<file path="src/rtl/axi_aw_arbiter.sv">
// Round-robin AXI write-path arbiter: 3 masters to 8 slaves.
// Holds one route through the AW, W and B phases of a single write.
module axi_aw_arbiter #(
  parameter int SEL_LSB  = 16,
  parameter int LEN_BITS = 4
) (
  input  logic                ACLK,
  input  logic                ARESETn,
  input  logic [2:0]          AWVALID_M,
  input  logic [31:0]         AWADDR_M0,
  input  logic [31:0]         AWADDR_M1,
  input  logic [31:0]         AWADDR_M2,
  input  logic [LEN_BITS-1:0] AWLEN_M0,
  input  logic [LEN_BITS-1:0] AWLEN_M1,
  input  logic [LEN_BITS-1:0] AWLEN_M2,
  input  logic [7:0]          AWREADY_S,
  input  logic [2:0]          WVALID_M,
  input  logic [2:0]          WLAST_M,
  input  logic [7:0]          WREADY_S,
  input  logic [7:0]          BVALID_S,
  input  logic [2:0]          BREADY_M,
  output logic                aw_sel_valid,
  output logic                w_sel_valid,
  output logic                b_sel_valid,
  output logic [1:0]          sel_mst,
  output logic [2:0]          sel_slv,
  output logic                wlast_err
);

  typedef enum logic [1:0] {
    IDLE,
    ADDR,
    DATA,
    RESP
  } state_t;

  state_t              state;
  logic [1:0]          rr_ptr;
  logic [LEN_BITS:0]   beat_cnt;
  logic [LEN_BITS-1:0] len_q;

  logic [1:0]          c0, c1, c2, gnt;
  logic [31:0]         gnt_addr;
  logic [LEN_BITS-1:0] gnt_len;
  logic [2:0]          gnt_slv;
  logic [3:0]          awv_x, wv_x, wl_x, br_x;
  logic                aw_hs, beat, b_hs, last_beat;
  logic                unused_addr;

  function automatic logic [1:0] nxt(input logic [1:0] p);
    return (p == 2'd2) ? 2'd0 : p + 2'd1;
  endfunction

  assign c0 = rr_ptr;
  assign c1 = nxt(c0);
  assign c2 = nxt(c1);

  always_comb begin
    gnt = c2;
    if (AWVALID_M[c0])
      gnt = c0;
    else if (AWVALID_M[c1])
      gnt = c1;
  end

  always_comb begin
    gnt_addr = AWADDR_M2;
    gnt_len  = AWLEN_M2;
    case (gnt)
      2'd0: begin
        gnt_addr = AWADDR_M0;
        gnt_len  = AWLEN_M0;
      end
      2'd1: begin
        gnt_addr = AWADDR_M1;
        gnt_len  = AWLEN_M1;
      end
      default: begin
        gnt_addr = AWADDR_M2;
        gnt_len  = AWLEN_M2;
      end
    endcase
  end

  assign gnt_slv = gnt_addr[SEL_LSB+2:SEL_LSB];

  // Only the slave-select field of each address is routed here
  assign unused_addr = ^{AWADDR_M0, AWADDR_M1, AWADDR_M2};

  // Pad master vectors so a 2-bit index never falls off the end
  assign awv_x = {1'b0, AWVALID_M};
  assign wv_x  = {1'b0, WVALID_M};
  assign wl_x  = {1'b0, WLAST_M};
  assign br_x  = {1'b0, BREADY_M};

  assign aw_hs     = awv_x[sel_mst] & AWREADY_S[sel_slv];
  assign beat      = wv_x[sel_mst] & WREADY_S[sel_slv];
  assign b_hs      = BVALID_S[sel_slv] & br_x[sel_mst];
  assign last_beat = (beat_cnt == {1'b0, len_q});

  always_ff @(posedge ACLK or negedge ARESETn) begin
    if (!ARESETn) begin
      state        <= IDLE;
      rr_ptr       <= 2'd0;
      beat_cnt     <= '0;
      len_q        <= '0;
      aw_sel_valid <= 1'b0;
      w_sel_valid  <= 1'b0;
      b_sel_valid  <= 1'b0;
      sel_mst      <= 2'd0;
      sel_slv      <= 3'd0;
      wlast_err    <= 1'b0;
    end else begin
      wlast_err <= 1'b0;
      case (state)
        IDLE: begin
          if (|AWVALID_M) begin
            state        <= ADDR;
            aw_sel_valid <= 1'b1;
            sel_mst      <= gnt;
            sel_slv      <= gnt_slv;
            len_q        <= gnt_len;
          end
        end
        ADDR: begin
          if (aw_hs) begin
            state        <= DATA;
            aw_sel_valid <= 1'b0;
            w_sel_valid  <= 1'b1;
            beat_cnt     <= '0;
          end
        end
        DATA: begin
          if (beat) begin
            beat_cnt  <= beat_cnt + 1'b1;
            // Beat count, not WLAST, decides where the burst ends
            wlast_err <= wl_x[sel_mst] ^ last_beat;
            if (last_beat) begin
              state       <= RESP;
              w_sel_valid <= 1'b0;
              b_sel_valid <= 1'b1;
            end
          end
        end
        RESP: begin
          if (b_hs) begin
            state       <= IDLE;
            b_sel_valid <= 1'b0;
            sel_mst     <= 2'd0;
            sel_slv     <= 3'd0;
            rr_ptr      <= nxt(sel_mst);
          end
        end
        default: begin
          state <= IDLE;
        end
      endcase
    end
  end

endmodule

</file>
<file path="config.mk">
export PLATFORM = sky130hd
export DESIGN_NAME = axi_aw_arbiter
export DESIGN_NICKNAME = d
export VERILOG_FILES = /design/src/rtl/axi_aw_arbiter.sv
export SDC_FILE = /design/constraint.sdc
export NUM_CORES = 1
export LEC_CHECK = 0
export BUFFER_PORTS_ARGS = -buffer_cell sky130_fd_sc_hd__buf_2
export CAP_MARGIN = 20
export CORE_MARGIN = 8
export CORE_UTILIZATION = 33
export CTS_CLUSTER_DIAMETER = 120
export CTS_CLUSTER_SIZE = 8
export DETAILED_ROUTE_END_ITERATION = 16
export HOLD_SLACK_MARGIN = 0.15
export PLACE_DENSITY = 0.77
export SYNTH_ARGS = -nofsm -noshare
export SYNTH_HDL_FRONTEND = slang
export SYNTH_SLANG_ARGS = --single-unit
</file>
<file path="constraint.sdc">
create_clock -name ACLK -period 2.1 [get_ports ACLK]
set_input_delay 0.105 -clock ACLK [delete_from_list [all_inputs] [get_ports ACLK]]
set_output_delay 0.105 -clock ACLK [all_outputs]
set_load 0.05 [all_outputs]
</file>
==> reports/summary.md, run 1 <==
- -0.0906 ns — crit path setup slack, layout
- 25 — cell row count
- complete, but fails checks — outcome
- sel_slv[0] — launching point of the worst reg2reg path
- 1603 — via count of the routed design
- 85.8 um — horizontal extent of the die
- -0.09 ns — register-to-register path setup slack
- 0 — initial antenna violation count
- compound AO/OA/AOI/OAI gates — main combinational cell family by area after synthesis
- 456 MHz — FMAX
- built — TritonCTS clock tree
- 7370 sq um — area enclosed by the die boundary
- 7.87 mm — wire length of the first global-routing pass
- 39 — Yosys cell types
- 2 — deepest clock path buffer count
- AWADDR_M1[18] — hold_sp
- 0.635 — Worst slew margin
- sky130_fd_sc_hd__clkbuf_8 — Root Buffer Master
- 155 — I/O pins
- sky130_fd_sc_hd__dfrtp_1 — Primary FF master, synth
- 85.8 um — die outline height
- 4720 sq um — area of the placeable core
- 76 — initial DRC count
- 0 — number of enable-type register cells in the synthesized netlist
- flop — crit end category
- 0.342 — fraction of synthesized cell area taken by the top area cell type
- 0 — total inserted antenna cells
- 23 — maximum number of pins on one net before global-route repair
- 2.19 ns — post-route minimum period
- 0.00615 ns — skew final
- 22 — clock sink total
- 1.05 nW — leakage power
- 2.38 ns — Critical Path AT
- 4 — number of setup violations in the final report
- 0 — Maximum Capacitance Violations
- 3.78 mm — detailed placer's ending HPWL
- 0.228 — Synth Area in Compound Gates
- 0.152 — fraction of synthesized area in multiplexers
- 4.72 mm — Post-Route WL
- 1678 — number of global-route vias before repair
- 4 — first drt pass iteration count
- -0.0990 ns — post-placement worst setup slack
- negative setup slack — violations in the final reports
- 22 x sky130_fd_sc_hd__dfrtp_1, 13 x sky130_fd_sc_hd__nand2_1, 11 x sky130_fd_sc_hd__mux2i_1 — most numerous cell types in the synthesized netlist
- 1.00 — asr flop ratio synth
- sel_slv[0] — launching instance or port of the critical path
- 405 — total number of nets in the final design
- 0.342 — share of synthesized area occupied by flip-flops and latches
- 0 — total gr overflow
- 622 uV — Max IR drop VDD
- 0.0272 — Post-Synth XOR/XNOR Area
- 1.41 mW — P_sw
- 14.8 um — wire length per cell after detailed routing
- 1350 nW/um^2 — power per unit of standard cell area
- beat_cnt[2] — CP endpoint
- 0.650 — Logic pwr share
- beat_cnt[2] — reg-to-reg critical path endpoint
- 0.544 ns — Least-Margin Pin Slew
- in2reg — min-delay worst type
- 0.091 — clock network fraction of total power
- 3 — TritonCTS buffer count
- 0 — number of failing hold endpoints at the final stage
- flop — critical path launch point type
- 0.433 — share of layout cells above drive strength 1
- 164 — synthesized instance count
- 9.81 sq um — Avg Cell Area, Syn
- 0.08 ns — clock-pin transition on the worst setup and hold timing paths
- 0 — final routed DRC violation total
- 1610 sq um — synthesized cell area
- 316 — synthesized netlist net count
- 0.171 — synthesized-area fraction occupied by and/or/nand/nor cells
- 0.27 ns — worst skew pair latency
- 0 — number of pins exceeding their max-slew limit in the final report
- 0.0467 — adder and majority gate portion of the synthesized area
- 0 — count of yosys warnings during synthesis
- 0.457 — net switching fraction of the power
- 0.176 ns — Post-Route Hold Slack
- 1.68 mW — internal power consumption
- sky130_fd_sc_hd__dfrtp_1 34%, sky130_fd_sc_hd__mux2i_1 6.8%, sky130_fd_sc_hd__mux2_2 5.6% — largest cells by area after synthesis
- 1.04 — final period utilization
- sky130_fd_sc_hd__dfrtp_1 — biggest area consumer among synthesized cells
- 5 — Critical Path Fanout Max
- true — setup repair after global routing missed its margin
- 5.03 — vias per std cell
- reg2reg — Worst Path Class, Setup
- 67 — input/output buffers
- 0.341 — Initial Utilization
- 1 — H-tree depth
- 0.259 — sequential cell fraction of total power
- 22 — Yosys reg bits
- 0.134 — All-Layer GR Usage
- 41.7% — layout-stage area growth over the synthesis result
- 7 — depth of the worst register-to-register path
- 0 — number of antenna-violating nets in the routed design
- sky130_fd_sc_hd__dfrtp_1 — cell with the most instances after synthesis
- 0.809 — last weighted congestion value of the routability-driven placer
- 0.483 — post-route core utilization
- -0.321 ns — setup total negative slack
- 2.29 ns — Worst Path Required
## flip-flops by register name (all words and copies together), names as in the netlist
| signal | cells |
|---|---|
| sel_slv | 3 |
| len_q | 4 |
| aw_sel_valid | 1 |
| w_sel_valid | 1 |
| state | 2 |
| beat_cnt | 5 |
| b_sel_valid | 1 |
| wlast_err | 1 |
| sel_mst | 2 |
| c0 | 2 |
## through the flow
| stage | total power [mW] | area [sq um] | std cells |
|---|---|---|---|
| 3_3_place_gp | 2.67 | 2130 | 308 |
| 3_5_place_dp | 2.72 | 2130 | 308 |
| 4_1_cts | 3.06 | 2250 | 320 |
| 6_report | 3.09 | 2280 | 319 |
| 2_1_floorplan | 2.16 | 1630 | 164 |
| 5_1_grt | 3.35 | 2280 | 319 |
## critical path, cell delays in order (launching register included)
cell                      delay (ns)
sky130_fd_sc_hd__dfrtp_2        0.42
sky130_fd_sc_hd__buf_6          0.14
sky130_fd_sc_hd__mux2i_1        0.11
sky130_fd_sc_hd__mux4_2         0.53
sky130_fd_sc_hd__o31a_1         0.35
sky130_fd_sc_hd__buf_4          0.16
sky130_fd_sc_hd__nor3b_2        0.18
sky130_fd_sc_hd__mux2i_1        0.21
## worst min path at each step
stage	depth (start not counted)	to	slack, ns
floorplan	0	aw_sel_valid	-0.19
global placement	1	aw_sel_valid	0.1
detailed placement	1	state[1]	0.11
CTS	3	sel_slv[1]	0.17
global route	3	sel_slv[2]	0.18
finish	3	sel_slv[2]	0.18
## metal layers
metal | up-vias | routed length [um] | track usage
met5 | - | 0 | 0
met4 | 0 | 53 | 0.0430
li1 | 804 | - | -
met2 | 54 | 2060 | 0.207
met3 | 5 | 310 | 0.0430
met1 | 740 | 2300 | 0.171
## layout by cell type, fill, tap and decap left out, types with 5 or more instances in the layout
master / count
sky130_fd_sc_hd__a21oi_1: 7
sky130_fd_sc_hd__a22o_1: 6
sky130_fd_sc_hd__a32o_1: 5
sky130_fd_sc_hd__buf_2: 67
sky130_fd_sc_hd__buf_4: 17
sky130_fd_sc_hd__dfrtp_1: 19
sky130_fd_sc_hd__dlygate4sd3_1: 5
sky130_fd_sc_hd__ha_1: 6
sky130_fd_sc_hd__mux2_2: 6
sky130_fd_sc_hd__mux2i_1: 11
sky130_fd_sc_hd__nand2_1: 13
sky130_fd_sc_hd__nand2b_1: 9
sky130_fd_sc_hd__nor2b_1: 6
sky130_fd_sc_hd__o21ai_0: 7
sky130_fd_sc_hd__o31ai_1: 7
sky130_fd_sc_hd__xnor2_1: 5
## area by class of cell
cell class                 count  area (sq um)
timing repair buffer          90           524
inverter                       4          15.0
tap                           67          83.8
sequential                    22           554
multi-input combinational    132          1060
fill                         448          2440
clock buffer                   4          45.0
## power by group through the flow
stage / clock (mW) / sequential (mW) / combinational [mW]
global placement: 0 / 0.819 / 1.85
global route: 0.306 / 0.832 / 2.21
finish: 0.281 / 0.799 / 2.01
floorplan: 0 / 0.984 / 1.18
detailed placement: 0 / 0.831 / 1.89
CTS: 0.287 / 0.802 / 1.97
## cell families (layout without fill, tap and decap cells)
family / after synthesis / after routing
buf+inv: 10 / 98
simple gates: 51 / 51
fa+ha+maj: 6 / 6
mux: 21 / 21
flops: 22 / 22
compound gates: 49 / 49
xor+xnor: 5 / 5
## repair_timing
action / CTS / global route
setup endpoints to repair: 9 / 16
hold buffers: 5 / 0
resized for setup: 4 / 7
cloned: 0 / 0
buffers inserted: 3 / 1
hold endpoints to repair: 26 / 0
pin swaps: 2 / 4
No activity file was read; power rests on OpenSTA's default activity.
==> run 2: changes to the inputs <==
--- a/config.mk
+++ b/config.mk
@@ -9,6 +9,7 @@
 export CAP_MARGIN = 20
 export CORE_MARGIN = 8
 export CORE_UTILIZATION = 33
+export CTS_BUF_LIST = sky130_fd_sc_hd__clkbuf_4 sky130_fd_sc_hd__clkbuf_8 sky130_fd_sc_hd__clkbuf_16
 export CTS_CLUSTER_DIAMETER = 120
 export CTS_CLUSTER_SIZE = 8
 export DETAILED_ROUTE_END_ITERATION = 16
==> run 2 against run 1 <==
The run still ends with negative setup slack left. Sequential power about the same. Wire length decreased by 0.66%. First-iteration DRC count increased by 16%. Utilization increased by 0.079 points. Global-route usage decreased by 0.060 points. Combinational power about the same. Maximum frequency increased by 0.20%. Largest cell class unchanged. Largest power group unchanged.
==> reports/summary.md, run 2 (synthesized netlist as in run 1, its figures left out) <==
- 14.7 um — wire length per cell after detailed routing, was 14.8 um
- 2.19 ns — post-route minimum period, about the same
- 67 — input/output buffers, unchanged
- 4 — number of setup violations in the final report, unchanged
- true — setup repair after global routing missed its margin, unchanged
- 25 — cell row count, unchanged
- 319 — Finished Layout Cells, unchanged
- 1663 — number of global-route vias before repair, was 1678
- 4720 sq um — area of the placeable core, unchanged
- 457 MHz — FMAX, was 456 MHz
- 2.29 ns — Worst Path Required, about the same
- sky130_fd_sc_hd__buf_2 — most common cell after layout, fill and taps aside, unchanged
- 3.78 mm — detailed placer's ending HPWL, unchanged
- 7370 sq um — area enclosed by the die boundary, unchanged
- 0.437 — share of layout cells above drive strength 1, was 0.433
- 4.69 mm — Post-Route WL, was 4.72 mm
- 0.660 — Worst slew margin, was 0.635
- 1 — H-tree depth, unchanged
- 0 — Maximum Capacitance Violations, unchanged
- 5 — max reg flops, unchanged
- 0.133 — All-Layer GR Usage, was 0.134
- 0.506 ns — Least-Margin Pin Slew, was 0.544 ns
- 1.05 nW — leakage power, about the same
- 1360 nW/um^2 — power per unit of standard cell area, was 1350 nW/um^2
- flop — crit end category, unchanged
- 405 — total number of nets in the final design, unchanged
- 0.809 — last weighted congestion value of the routability-driven placer, unchanged
- 1603 — via count of the routed design, unchanged
- 1.04 — final period utilization, about the same
- 22 — clock sink total, unchanged
- 5 — Critical Path Fanout Max, unchanged
- complete, but fails checks — outcome, unchanged
- 0.483 — post-route core utilization, about the same
- 2280 sq um — post-route standard cell area excluding fillers, about the same
- 0 — total gr overflow, unchanged
- 3 — TritonCTS buffer count, unchanged
- 88 — initial DRC count, was 76
- 4 — first drt pass iteration count, unchanged
- 5.03 — vias per std cell, unchanged
- 155 — I/O pins, unchanged
- 41.9% — layout-stage area growth over the synthesis result, was 41.7%
- 0 — total inserted antenna cells, unchanged
- 7.85 mm — wire length of the first global-routing pass, was 7.87 mm
- 0.178 ns — Post-Route Hold Slack, was 0.176 ns
- in2reg — min-delay worst type, unchanged
- 308 — total instance count after detailed placement, unchanged
- 0 — final routed DRC violation total, unchanged
- negative setup slack — violations in the final reports, unchanged
- 0 — number of antenna-violating nets in the routed design, unchanged
- flop — critical path launch point type, unchanged
- built — TritonCTS clock tree, unchanged
- 2130 sq um — Post-DP Area, unchanged
- 2 — deepest clock path buffer count, unchanged
- 0 — number of failing hold endpoints at the final stage, unchanged
- 85.8 um — horizontal extent of the die, unchanged
- 23 — maximum number of pins on one net before global-route repair, unchanged
- 0.00383 ns — skew final, was 0.00615 ns
- 85.8 um — die outline height, unchanged
- reg2reg — Worst Path Class, Setup, unchanged
- 620 uV — Max IR drop VDD, was 622 uV
- beat_cnt: 5 flops, len_q: 4 flops, sel_slv: 3 flops — largest registers ranked by flip-flop count, unchanged
- 0.08 ns — clock-pin transition on the worst setup and hold timing paths, about the same
- 3.10 mW — Design Power, was 3.09 mW
- 0 — number of pins exceeding their max-slew limit in the final report, unchanged
- 2.38 ns — Critical Path AT, about the same
- -0.0862 ns — crit path setup slack, layout, was -0.0906 ns
- 0 — initial antenna violation count, unchanged
- 67 x sky130_fd_sc_hd__buf_2, 19 x sky130_fd_sc_hd__dfrtp_1, 17 x sky130_fd_sc_hd__buf_4 — most frequent cells in the layout, unchanged
- sky130_fd_sc_hd__clkbuf_8 — Root Buffer Master, unchanged
- 0.27 ns — worst skew pair latency, about the same
- 0.341 — Initial Utilization, unchanged
- beat_cnt — largest register by flop count, unchanged
run 2: cell counts in the layout (fill, tap and decap cells not counted):
No cell type changed its count.
run 2: repair_timing:
item | 4_1_cts | 5_1_grt
buffers inserted | 3 | 1
resized for setup | 4 | 7
endpoints found under the setup margin | 9 | 16
pin swaps | 2 | 4
hold buffers | 5 | 0
endpoints found under the hold margin | 26 | 0
run 2: per-stage QoR:
step	setup TNS (ns)	setup slack (ns)
2_1_floorplan	-1.33	-0.232
3_3_place_gp	-0.341	-0.0735
3_5_place_dp	-0.553	-0.0990
4_1_cts	-0.350	-0.111
5_1_grt	-1.02	-0.208
6_report	-0.308	-0.0862
run 2: metal layers:
metal,up-vias,track usage,part of all wire
li1,804,-,-
met1,736,0.173,0.49
met2,58,0.202,0.43
met3,5,0.0430,0.071
met4,0,0.0430,0.011
met5,-,0,0
run 2: critical path, cell delays in order (launching register included):
cell and delay [ns]:
sky130_fd_sc_hd__dfrtp_2 0.42, sky130_fd_sc_hd__buf_6 0.14, sky130_fd_sc_hd__mux2i_1 0.11, sky130_fd_sc_hd__mux4_2 0.53, sky130_fd_sc_hd__o31a_1 0.35, sky130_fd_sc_hd__buf_4 0.16, sky130_fd_sc_hd__nor3b_2 0.18, sky130_fd_sc_hd__mux2i_1 0.21
run 2: path summary, 6_finish.rpt:
kind | startpoint | to | slack [ns] | cells past startpoint
worst max register to register | sel_slv[0] | beat_cnt[2] | -0.09 | 7
worst max-delay path | sel_slv[0] | beat_cnt[2] | -0.09 | 7
worst min-delay path | AWADDR_M1[18] | sel_slv[2] | 0.18 | 3
max in group asynchronous | ARESETn | sel_slv[0] | 1.40 | 2
min in group asynchronous | ARESETn | wlast_err | 0.34 | 2
worst min register to register | w_sel_valid | w_sel_valid | 0.49 | 2
run 2: power by group:
part,switching [mW],total [mW],internal [mW]
registers,0.189,0.800,0.611
clock network,0.147,0.296,0.149
logic,1.07,2.00,0.930
run 2: layout make-up:
type	instances	area, sq um
tap	67	83.8
sequential	22	554
fill	446	2440
inverter	4	15.0
clock buffer	4	48.8
timing repair buffer	90	524
multi-input combinational	132	1060
